### config.mk
export PLATFORM = sky130hd
export DESIGN_NAME = alu_compare_seq
export DESIGN_NICKNAME = d
export VERILOG_FILES = /design/src/rtl/alu_compare_seq.sv
export SDC_FILE = /design/constraint.sdc
export NUM_CORES = 1
export LEC_CHECK = 0
export ABC_AREA = 1
export CAP_MARGIN = 20
export CORE_ASPECT_RATIO = 0.8
export CORE_MARGIN = 2
export CORE_UTILIZATION = 40
export CTS_CLUSTER_DIAMETER = 30
export DETAILED_ROUTE_END_ITERATION = 10
export DONT_BUFFER_PORTS = 1
export PLACE_DENSITY = 0.53
export SYNTH_ARGS = -nofsm -noshare
export SYNTH_HDL_FRONTEND = slang
export SYNTH_SLANG_ARGS = --single-unit
### constraint.sdc
create_clock -name i_clk -period 3.3 [get_ports i_clk]
set_input_delay 0.495 -clock i_clk [delete_from_list [all_inputs] [get_ports i_clk]]
set_output_delay 0.495 -clock i_clk [all_outputs]
set_load 0.02 [all_outputs]
### src/rtl/alu_compare_seq.sv
// rtl/alu_compare_seq.sv - multi-cycle chunked RISC-V compare unit with early exit
module alu_compare_seq #(
  parameter int WIDTH = 32,
  parameter int CHUNK = 8
) (
  input  logic             i_clk,
  input  logic             i_rst,
  input  logic             i_valid,
  output logic             o_ready,
  input  logic [WIDTH-1:0] i_a,
  input  logic [WIDTH-1:0] i_b,
  input  logic [2:0]       i_op,
  output logic             o_valid,
  input  logic             i_ready,
  output logic             o_result,
  output logic [WIDTH-1:0] o_lt_word,
  output logic             o_busy
);

  localparam int NUM_CHUNKS = WIDTH / CHUNK;
  localparam int IDX_W      = (NUM_CHUNKS > 1) ? $clog2(NUM_CHUNKS) : 1;

  generate
    if ((WIDTH % CHUNK) != 0) begin : g_bad_chunk
      $error("alu_compare_seq: WIDTH must be divisible by CHUNK");
    end
  endgenerate

  typedef enum logic [1:0] {
    S_IDLE = 2'd0,
    S_SCAN = 2'd1,
    S_DONE = 2'd2
  } state_t;

  state_t           r_state;
  state_t           w_next;
  logic [WIDTH-1:0] r_a;
  logic [WIDTH-1:0] r_b;
  logic [2:0]       r_op;
  logic [IDX_W-1:0] r_idx;
  logic             r_result;

  logic             w_signed;
  logic [WIDTH-1:0] w_flip;
  logic [WIDTH-1:0] w_a_adj;
  logic [WIDTH-1:0] w_b_adj;
  logic [CHUNK-1:0] w_a_chunk;
  logic [CHUNK-1:0] w_b_chunk;
  logic             w_diff;
  logic             w_lt;
  logic             w_last;
  logic             w_finish;
  logic             w_res;

  // Flipping the sign bit maps two's complement onto unsigned order, so the
  // MSB chunk compares correctly for signed modes and lower chunks are unchanged.
  assign w_signed = (r_op == 3'b010) || (r_op == 3'b100) || (r_op == 3'b101);
  assign w_flip   = {w_signed, {(WIDTH-1){1'b0}}};
  assign w_a_adj  = r_a ^ w_flip;
  assign w_b_adj  = r_b ^ w_flip;

  // Select the chunk pair addressed by the current scan index.
  always_comb begin
    w_a_chunk = '0;
    w_b_chunk = '0;
    for (int i = 0; i < NUM_CHUNKS; i++) begin
      if (r_idx == IDX_W'(i)) begin
        w_a_chunk = w_a_adj[i*CHUNK +: CHUNK];
        w_b_chunk = w_b_adj[i*CHUNK +: CHUNK];
      end
    end
  end

  assign w_diff   = (w_a_chunk != w_b_chunk);
  assign w_lt     = (w_a_chunk < w_b_chunk);
  assign w_last   = (r_idx == '0);
  assign w_finish = w_diff || w_last;

  // Map the chunk outcome onto the requested compare mode; when all chunks
  // matched, w_lt is 0 and w_diff is 0, which gives eq=1 / lt=0.
  always_comb begin
    w_res = 1'b0;
    case (r_op)
      3'b000:                         w_res = !w_diff;
      3'b001:                         w_res = w_diff;
      3'b010, 3'b011, 3'b100, 3'b110: w_res = w_lt;
      default:                        w_res = !w_lt;
    endcase
  end

  // State register.
  always_ff @(posedge i_clk) begin
    if (i_rst) begin
      r_state <= S_IDLE;
    end else begin
      r_state <= w_next;
    end
  end

  // Next-state logic: accept in IDLE, scan until a difference or the last chunk,
  // hold the result until the consumer takes it.
  always_comb begin
    w_next = r_state;
    case (r_state)
      S_IDLE: if (i_valid)  w_next = S_SCAN;
      S_SCAN: if (w_finish) w_next = S_DONE;
      S_DONE: if (i_ready)  w_next = S_IDLE;
      default:              w_next = S_IDLE;
    endcase
  end

  // Operand capture, scan index walk and result register.
  always_ff @(posedge i_clk) begin
    if (i_rst) begin
      r_a      <= '0;
      r_b      <= '0;
      r_op     <= '0;
      r_idx    <= '0;
      r_result <= 1'b0;
    end else begin
      if ((r_state == S_IDLE) && i_valid) begin
        r_a   <= i_a;
        r_b   <= i_b;
        r_op  <= i_op;
        r_idx <= IDX_W'(NUM_CHUNKS - 1);
      end
      if (r_state == S_SCAN) begin
        if (w_finish) begin
          r_result <= w_res;
        end else begin
          r_idx <= r_idx - 1'b1;
        end
      end
    end
  end

  assign o_ready   = (r_state == S_IDLE);
  assign o_valid   = (r_state == S_DONE);
  assign o_busy    = (r_state != S_IDLE);
  assign o_result  = r_result;
  assign o_lt_word = {{(WIDTH-1){1'b0}}, r_result};

endmodule
* Yosys cells after proc, flatten, opt, wreduce, memory -nomap -nowiden
Index checks and enable logic that the tools add are counted.
** Word-level totals
- Output and inout port bits :: 36
- Word-level logic and storage cells :: 54
- Bits in registers :: 72
- Input bits :: 71
** Operators by class
- Magnitude comparators :: 1
- Bitwise gates (word level) :: 2
- Reductions and logical operators :: 13
- Muxes and demuxes :: 16
- $add $sub $neg :: 1
- Equality and inequality tests :: 15
** Operator list (number)
- $mux W8 :: 8
- $xor A32 B32 Y32 :: 2
- $mux W2 :: 6
- $eq A3 B3 Y1 const B :: 3
- $lt A8 B8 Y1 :: 1
- $ne A8 B8 Y1 :: 1
- $eq A2 B2 Y1 const B :: 3
- $eq A3 B2 Y1 const B :: 2
- $pmux W2 S3 :: 1
- $eq A2 B1 Y1 const B :: 2
- $logic_not A2 Y1 :: 2
- $ne A2 B2 Y1 const B :: 2
- $reduce_or A4 Y1 :: 1
- $eq A3 B1 Y1 const B :: 1
- $logic_not A3 Y1 :: 1
- $logic_or A1 B1 Y1 :: 3
- $pmux W1 S3 :: 1
- $reduce_and A3 Y1 :: 1
- $logic_not A1 Y1 :: 2
- $ne A2 B1 Y1 const B :: 1
- $reduce_and A2 Y1 :: 1
- $reduce_bool A2 Y1 :: 1
- $sub A2 B1 Y2 const B :: 1
- $logic_and A1 B1 Y1 :: 1

* Longest topological paths before layout
Gate-level depths: netlist (run 1).
- Depth after elaboration :: 12
- Mapped depth :: 21
- Mapped depth without buffers :: 20

* Least setup slack after synthesis (run 1)
OpenSTA, ideal clock, no wires.
- Path type :: register to register
- Start point :: register r_idx[1]
- End point :: register r_result, in the netlist o_result
- Cell stages (with the launch flop) :: 19
- Clock period less this slack :: 2.453 ns
- Library setup time :: 0.116 ns
- Slack :: 0.847 ns
- Required time :: 3.184 ns
- Data arrival time :: 2.337 ns
- Path buffers :: 1
- Cell sequence :: dfxtp_1 > inv_1 > ha_1 > inv_1 > buf_2 > nor2_1 > o311ai_0 > o21ai_0 > ha_1 > nand2_2 > nor2_4 > nand2_2 > or2_4 > nand2_2 > inv_2 > nand2_1 > inv_1 > nand2_1 > a21oi_1
** On the way
- Longest elaborated chain between the ends :: 8
- Elaborated cells between the ends (all ways) :: 19
- Those cells by class :: order compare (1); eq/ne (4); mux (9); reduce/logical (5)
** RTL lines
- start: declaration :: line 40 : logic [IDX_W-1:0] r_idx;
- start signal: assignment :: line 125 : r_idx <= IDX_W'(NUM_CHUNKS - 1);
- start signal: assignment :: line 131 : r_idx <= r_idx - 1'b1;
- $logic_not A2 Y1 :: line 67, 76
- $mux W8 (4 in series) :: line 67 : if (r_idx == IDX_W'(i)) begin
- $lt A8 B8 Y1 or $ne A8 B8 Y1 (tied branches) :: line 75, 74
- $logic_not A1 Y1, or another cell as far along :: line 87 : default: w_res = !w_lt;
- $pmux W1 S3 or $reduce_and A2 Y1 (tied branches)
- end signal: assignment :: line 129 : r_result <= w_res;
- end: declaration :: line 41 : logic r_result;
Several ways; a longest one is shown, not always the timed one.
A chain may end at the register's enable or synchronous reset.

* Worst setup path after layout (run 1)
- Start point :: register r_idx[0]
- End point :: register r_result, in the netlist o_result
Same word-level chain as after synthesis.

==> results of run 1 <==
-- final cells by class --
class / count / area, sq um
multi-input combinational: 383 / 1810
clock inverter: 6 / 66.3
clock buffer: 10 / 239
fill: 956 / 5090
inverter: 21 / 78.8
sequential: 72 / 1440
tap: 115 / 144
timing repair buffer: 7 / 52.6
-- per-layer routing --
metal / up-vias / share of wire [%]
li1: 1560 / -
met1: 1325 / 53
met2: 90 / 40
met3: 6 / 6.4
met4: 0 / 0.67
met5: - / 0
-- placed cells by master, fill, tap and decap left out --
| cell | count |
|---|---|
| nor2_1 | 146 |
| o21ai_0 | 79 |
| dfxtp_1 | 72 |
| nand2_1 | 42 |
| a21oi_1 | 34 |
| conb_1 | 31 |
| inv_1 | 19 |
| ha_1 | 11 |
| nand3_1 | 10 |
| clkbuf_16 | 9 |
| buf_4 | 7 |
| o31ai_1 | 5 |
| nand2_2 | 5 |
| o211ai_1 | 4 |
| nor2_2 | 3 |
| clkinvlp_4 | 3 |
| o311ai_0 | 2 |
| inv_2 | 2 |
| nor2_4 | 2 |
| o21ai_1 | 2 |
| xnor2_1 | 1 |
| or2_2 | 1 |
| a32oi_1 | 1 |
| or2_4 | 1 |
| a21o_2 | 1 |
| nand3b_1 | 1 |
| ha_2 | 1 |
| clkbuf_8 | 1 |
| bufinv_16 | 1 |
| clkinv_2 | 1 |
| inv_6 | 1 |
-- logic make-up (layout without fill, tap and decap cells) --
| family | count (synthesis) | count (layout) | share of synthesized area, % |
|---|---|---|---|
| AND/OR/NAND/NOR | 211 | 211 | 23.4 |
| AO/OA/AOI/OAI | 128 | 128 | 18.7 |
| XOR/XNOR | 1 | 1 | 0.241 |
| other | 1 | 31 | 0.103 |
| buffers and inverters | 85 | 44 | 13.7 |
| adder cells (fa/ha/maj) | 12 | 12 | 4.14 |
| flip-flops | 72 | 72 | 39.7 |
-- state kept, by name, indices dropped and copies added (netlist names) --
register	count
r_a	32
o_result	1
r_state	2
r_idx	2
r_b	32
r_op	3
-- per-stage QoR --
step                hold WS (ns)  worst slack (ns)  std cells  cell area (sq um)  power [uW]
CTS                        0.218             0.314        614               3830        2500
global route               0.229            0.0426        614               3830        2620
detailed placement         0.477             0.312        598               3520        1500
global placement           0.466             0.425        598               3520        1490
finish                     0.236             0.370        614               3830        2470
floorplan                  0.449             0.847        540               3740        1440
-- power groups by stage --
stage               registers (uW)  clock network [uW]  logic [uW]
global placement              1030                   0         465
floorplan                     1000                   0         435
detailed placement            1030                   0         475
finish                        1010                 979         475
global route                  1020                1050         551
CTS                           1010                1010         478
-- critical path, stage by stage, from the launching register on --
cell and delay (ns):
dfxtp_1 0.34, inv_1 0.12, ha_1 0.53, a21oi_1 0.14, o311ai_0 0.35, o21ai_0 0.16, ha_1 0.34, nand2_2 0.10
nor2_4 0.14, nand2_2 0.06, or2_4 0.24, nand2_2 0.08, inv_2 0.03, nand2_1 0.05, inv_1 0.04, nand2_1 0.05
a21oi_1 0.05
-- final timing paths --
kind / startpoint / endpoint / slack (ns) / depth (start not counted)
worst max-delay path: r_idx[0] / o_result / 0.37 / 16
worst min-delay path: i_rst / o_result / 0.24 / 1
worst max register to register: r_idx[0] / o_result / 0.37 / 16
worst min register to register: r_b[28] / r_b[28] / 0.49 / 2
==> impl_metrics.ini, run 1 <==
[timing]
setup_viol = 0
period_minus_slack_ns = 2.93
finalHoldViolCount = 0
setup_tns_ns = 0
rsz0062_at_grt = no
fin_crit_sh_pct = 88.8
finalMaxSlewViolations = 0
fmax_ghz = 0.341
relSlewSlack_pct = 50.5
worst_slew_pin_slew_ns = 0.742
fin_skew_ns = 0.0126

[clock_tree]
cts_tree = done
post_cts.repair.setup_buffers = 0
path_clk_slew_ns = 0.05
htreeDepth = 3
max-clock-path-buffers = 2
cts_root_buffer = clkbuf_16
numCtsBuffers = 9
worstSkewPairLatency_ns = 0.33
cts.sinks = 72
post_cts_resized = 0
ctsHoldBuffers = 0

[critical_path]
cp.required_ns = 3.51
critPathCaptureType = flop
critical_path.max_fanout = 17
crit_path_start_kind = flop
cp_data_arrival_time_ns = 3.14
crit_type = flop to flop

[floorplan]
die_w_microns = 110
io_pins = 107
chipHeight_microns = 89.2
initial_core_util_pct = 40.7
core_sq_mm = 0.00892
die_area_sq_mm = 0.00985
fp-row-count = 31

[logic_synthesis]
yosysTopAreaCell = dfxtp_1
synthFlopType = dfxtp_1
synth.distinct_cells = 28
ys_top_cells_by_area = dfxtp_1 40%, nor2_1 15%, o21ai_0 11%
synth_commonest_cells = 146 x nor2_1, 79 x o21ai_0, 72 x dfxtp_1, 42 x nand2_1, 34 x a21oi_1
ys_ff_latch = 72
yosysSeqAreaShare_pct = 39.7
synth_top_area_share_pct = 39.7
async_flop_share_pct = 0
synth.most_common_cell = nor2_1
synth_edf_count = 0
yosysWarnings = 0
netlist_area_sq_mm = 0.00363
synthesis.instances = 510
avgSynthCellArea_sq_um = 7.11

[routing]
avgViaCountPerCell = 4.86
dr.first_iter.drc_count = 237
vias = 2981
wl_per_cell_microns = 14.0
ant_nets = 0
firstDrtPassIters = 4
drt_wl_total_microns = 8570
route.detailed.drc = 0

[power_and_ir_drop]
p_per_area_mw_per_mm2 = 644
p_int_uw = 1720
p_switching_uw = 747
power.share.clock_pct = 39.7
power.share.sequential_pct = 41.0
vdd_drop_max_v = 0.000270
combPwrFrac_pct = 19.3
p_leak_uw = 0.00166
swShare_pct = 30.3

[placement]
io_buffer_count = 0
gp_congestion = 0.941
hpwlAfterDp_microns = 6380

[finish]
layout.nets = 577
layout-drive-gt1-share_pct = 7.82
area_growth_pct = 5.52
utilization_pct = 42.9
antennaDiodeCount = 0

[global_routing]
grt_pass1_vias = 2607
grt.met2_usage_pct = 24.5
use_met1_pct = 26.0
grt_max_degree = 72
gr-usage-met3_pct = 5.90
grt_overflow_total = 0
top_usage_layer = met1
grtUsageTotal_pct = 17.7
antenna_found_initial = 0
grt_pass1_wl_microns = 13500

[status]
status = finished, final reports clean

[min_path]
hold_path.class = input port to flop

[run]
maxCapViolCount = 0
Note: power is estimated with default switching activity, not from simulation.
==> run 2, diff against run 1 <==
--- a/config.mk
+++ b/config.mk
@@ -14,6 +14,7 @@
 export DETAILED_ROUTE_END_ITERATION = 10
 export DONT_BUFFER_PORTS = 1
 export PLACE_DENSITY = 0.53
+export SKIP_LAST_GASP = 1
 export SYNTH_ARGS = -nofsm -noshare
 export SYNTH_HDL_FRONTEND = slang
 export SYNTH_SLANG_ARGS = --single-unit
==> results of run 2 <==
Final layout, timing and power as in run 1 (identical DEF).
==> run 3, diff against run 2 <==
==> config.mk (replaced) <==
export PLATFORM = sky130hd
export DESIGN_NAME = alu_compare_seq
export DESIGN_NICKNAME = d
export VERILOG_FILES = /design/src/rtl/alu_compare_seq.sv
export SDC_FILE = /design/constraint.sdc
export NUM_CORES = 1
export LEC_CHECK = 0
export CAP_MARGIN = 20
export CORE_ASPECT_RATIO = 0.8
export CORE_MARGIN = 2
export CORE_UTILIZATION = 60
export CTS_CLUSTER_DIAMETER = 30
export DETAILED_ROUTE_END_ITERATION = 10
export DONT_BUFFER_PORTS = 1
export PLACE_DENSITY = 0.75
export SYNTH_ARGS = -nofsm -noshare
export SYNTH_HDL_FRONTEND = slang
export SYNTH_SLANG_ARGS = --single-unit
==> impl_metrics.ini, run 3 <==
[logic_synthesis]
synth.distinct_cells = 29
yosysSeqAreaShare_pct = 40.2
synth_edf_count = 0
synth.most_common_cell = nand2_1
synth_top_area_share_pct = 40.2
synthesis.instances = 494
ys_top_cells_by_area = dfxtp_1 40%, nand2_1 17%, a21oi_1 15%
yosysWarnings = 0
netlist_area_sq_mm = 0.00358
ys_ff_latch = 72
synthFlopType = dfxtp_1
async_flop_share_pct = 0
avgSynthCellArea_sq_um = 7.26
synth_commonest_cells = 162 x nand2_1, 110 x a21oi_1, 72 x dfxtp_1, 33 x buf_4, 18 x clkbuf_1
yosysTopAreaCell = dfxtp_1

[finish]
antennaDiodeCount = 0
n_fill_cell = 570
area_growth_pct = 2.79
final_cells = 561
reg_top3 = r_a: 32 flops, r_b: 32 flops, r_op: 3 flops
final_cell_mix = 161 x nand2_1, 110 x a21oi_1, 72 x dfxtp_1, 31 x conb_1, 16 x nand3b_1
layout.nets = 558
utilization_pct = 63.0
final_common_cell = nand2_1
layout-drive-gt1-share_pct = 6.25

[routing]
wl_met1_microns = 3580
ant_nets = 0
vias = 3012
avgViaCountPerCell = 5.37
wl_per_cell_microns = 13.8
wl_met3_microns = 428
firstDrtPassIters = 4
dr.first_iter.drc_count = 117
top_layer_used = met4
wl_met2_microns = 3670
drt_wl_total_microns = 7750
route.detailed.drc = 0

[clock_tree]
max-clock-path-buffers = 2
htreeDepth = 3
cts_root_buffer = clkbuf_8
cts.sinks = 72
path_clk_slew_ns = 0.07
post_cts.repair.setup_buffers = 0
numCtsBuffers = 9
worstSkewPairLatency_ns = 0.35
cts_tree = done

[timing]
fin_skew_ns = 0.00625
setup_viol = 0
holdWs_ns = 0.207
rsz0062_at_grt = no
finalMaxSlewViolations = 0
setup_tns_ns = 0
period_minus_slack_ns = 2.87
worst_slew_pin_slew_ns = 0.663
fin_crit_sh_pct = 86.9
fin_ws_ns = 0.432
finalHoldViolCount = 0
fmax_ghz = 0.349
relSlewSlack_pct = 55.8

[critical_path]
startpoint = r_idx[1]
r2r-start = r_idx[1]
crit_path_top_delay_cell = ha_2
crit_type = flop to flop
worstPathCellList = inv_1 -> ha_2 -> nand3b_1 -> a21oi_1 -> a21oi_1 -> o21ai_0 -> ha_1 -> nand4_2 -> nor4_1 -> and2b_2 -> nor3_1 -> a211oi_1
r2r_cells = 12
rrSetupSlack_ns = 0.43
worstReg2RegEnd = r_idx[0]
cp_data_arrival_time_ns = 3.14
crit_path_start_kind = flop
cp.required_ns = 3.57
worst_path_largest_cell_delay_ns = 0.48
critPathCaptureType = flop
crit_top_cell = a21oi_1
critical_path.max_fanout = 32

[min_path]
min_to = r_b[5]
whs_path_depth = 1
min-delay-start = i_rst
hold_path.class = input port to flop

[placement]
place_inst = 545
io_buffer_count = 0
dp_slack_ns = 0.188
hpwlAfterDp_microns = 5520
gp_congestion = 0.904

[global_routing]
grt_overflow_total = 0
grtUsageTotal_pct = 24.2
grt_pass1_vias = 2665
antenna_found_initial = 0
grt_pass1_wl_microns = 12500
grt_max_degree = 73

[floorplan]
die_area_sq_mm = 0.00661
die_w_microns = 90.4
io_pins = 107
fp-row-count = 25
core_sq_mm = 0.00585
chipHeight_microns = 73.1
initial_core_util_pct = 61.3

[power_and_ir_drop]
p_leak_uw = 0.00142
vdd_drop_max_v = 0.000526
p_per_area_mw_per_mm2 = 593

[status]
status = finished, final reports clean

[run]
maxCapViolCount = 0
run 3: kinds of logic after synthesis:
family,share of synthesized area (%)
other,0.105
and+or+nand+nor,24.5
xor gates and xnor gates,0.733
adders and majority gates,4.19
AOI/OAI and AO/OA,18.6
muxes,0.279
buffers and inverters,11.3
DFF,40.2
run 3: area by class of cell:
| type | instances | area (sq um) | area share, % |
|---|---|---|---|
| Clock buffer | 10 | 138 | 3.74 |
| Inverter | 5 | 18.8 | 0.509 |
| Sequential cell | 72 | 1440 | 39.1 |
| Multi-Input combinational cell | 381 | 1860 | 50.4 |
| Clock inverter | 6 | 82.6 | 2.24 |
| Tap cell | 81 | 101 | 2.75 |
| Timing Repair Buffer | 6 | 45.0 | 1.22 |
run 3: where the power goes:
group	internal (uW)	switching (uW)	total (uW)
Combinational	151	277	429
Sequential	939	52.6	991
Clock	442	323	765
run 3: worst max-delay path by stage:
| stage | end | slack [ns] |
|---|---|---|
| after floorplan | r_idx[0] | 0.75 |
| after global placement | r_idx[1] | 0.29 |
| after detailed placement | r_idx[0] | 0.19 |
| after CTS | r_idx[0] | 0.15 |
| after global routing | r_idx[1] | 0.07 |
| final | r_idx[0] | 0.43 |
run 3: critical path: cells and delay by family, from the launching register on:
family,cells,cell delay [ns]
AND/OR/NAND/NOR,5,0.96
adder cells (fa/ha/maj),2,0.82
flip-flops,1,0.35
buffers and inverters,1,0.10
AO/OA/AOI/OAI,4,0.55
run 3: stage by stage:
step                      area (sq um)  total power [uW]
after floorplan                   3700              1400
after global placement            3460              1420
after detailed placement          3460              1440
after CTS                         3680              2200
after global routing              3680              2300
final                             3680              2180
run 3: what timing repair did:
item / CTS / global route
gates resized for setup: 0 / 2
hold buffers: 0 / 0
endpoints found under the setup margin: 0 / 5
run 3: per-layer routing:
metal  GRT usage (%)  vias up
met5               0        -
met3            8.26        7
met1            31.1     1394
met4            6.67        0
met2            39.3       86
li1                -     1525
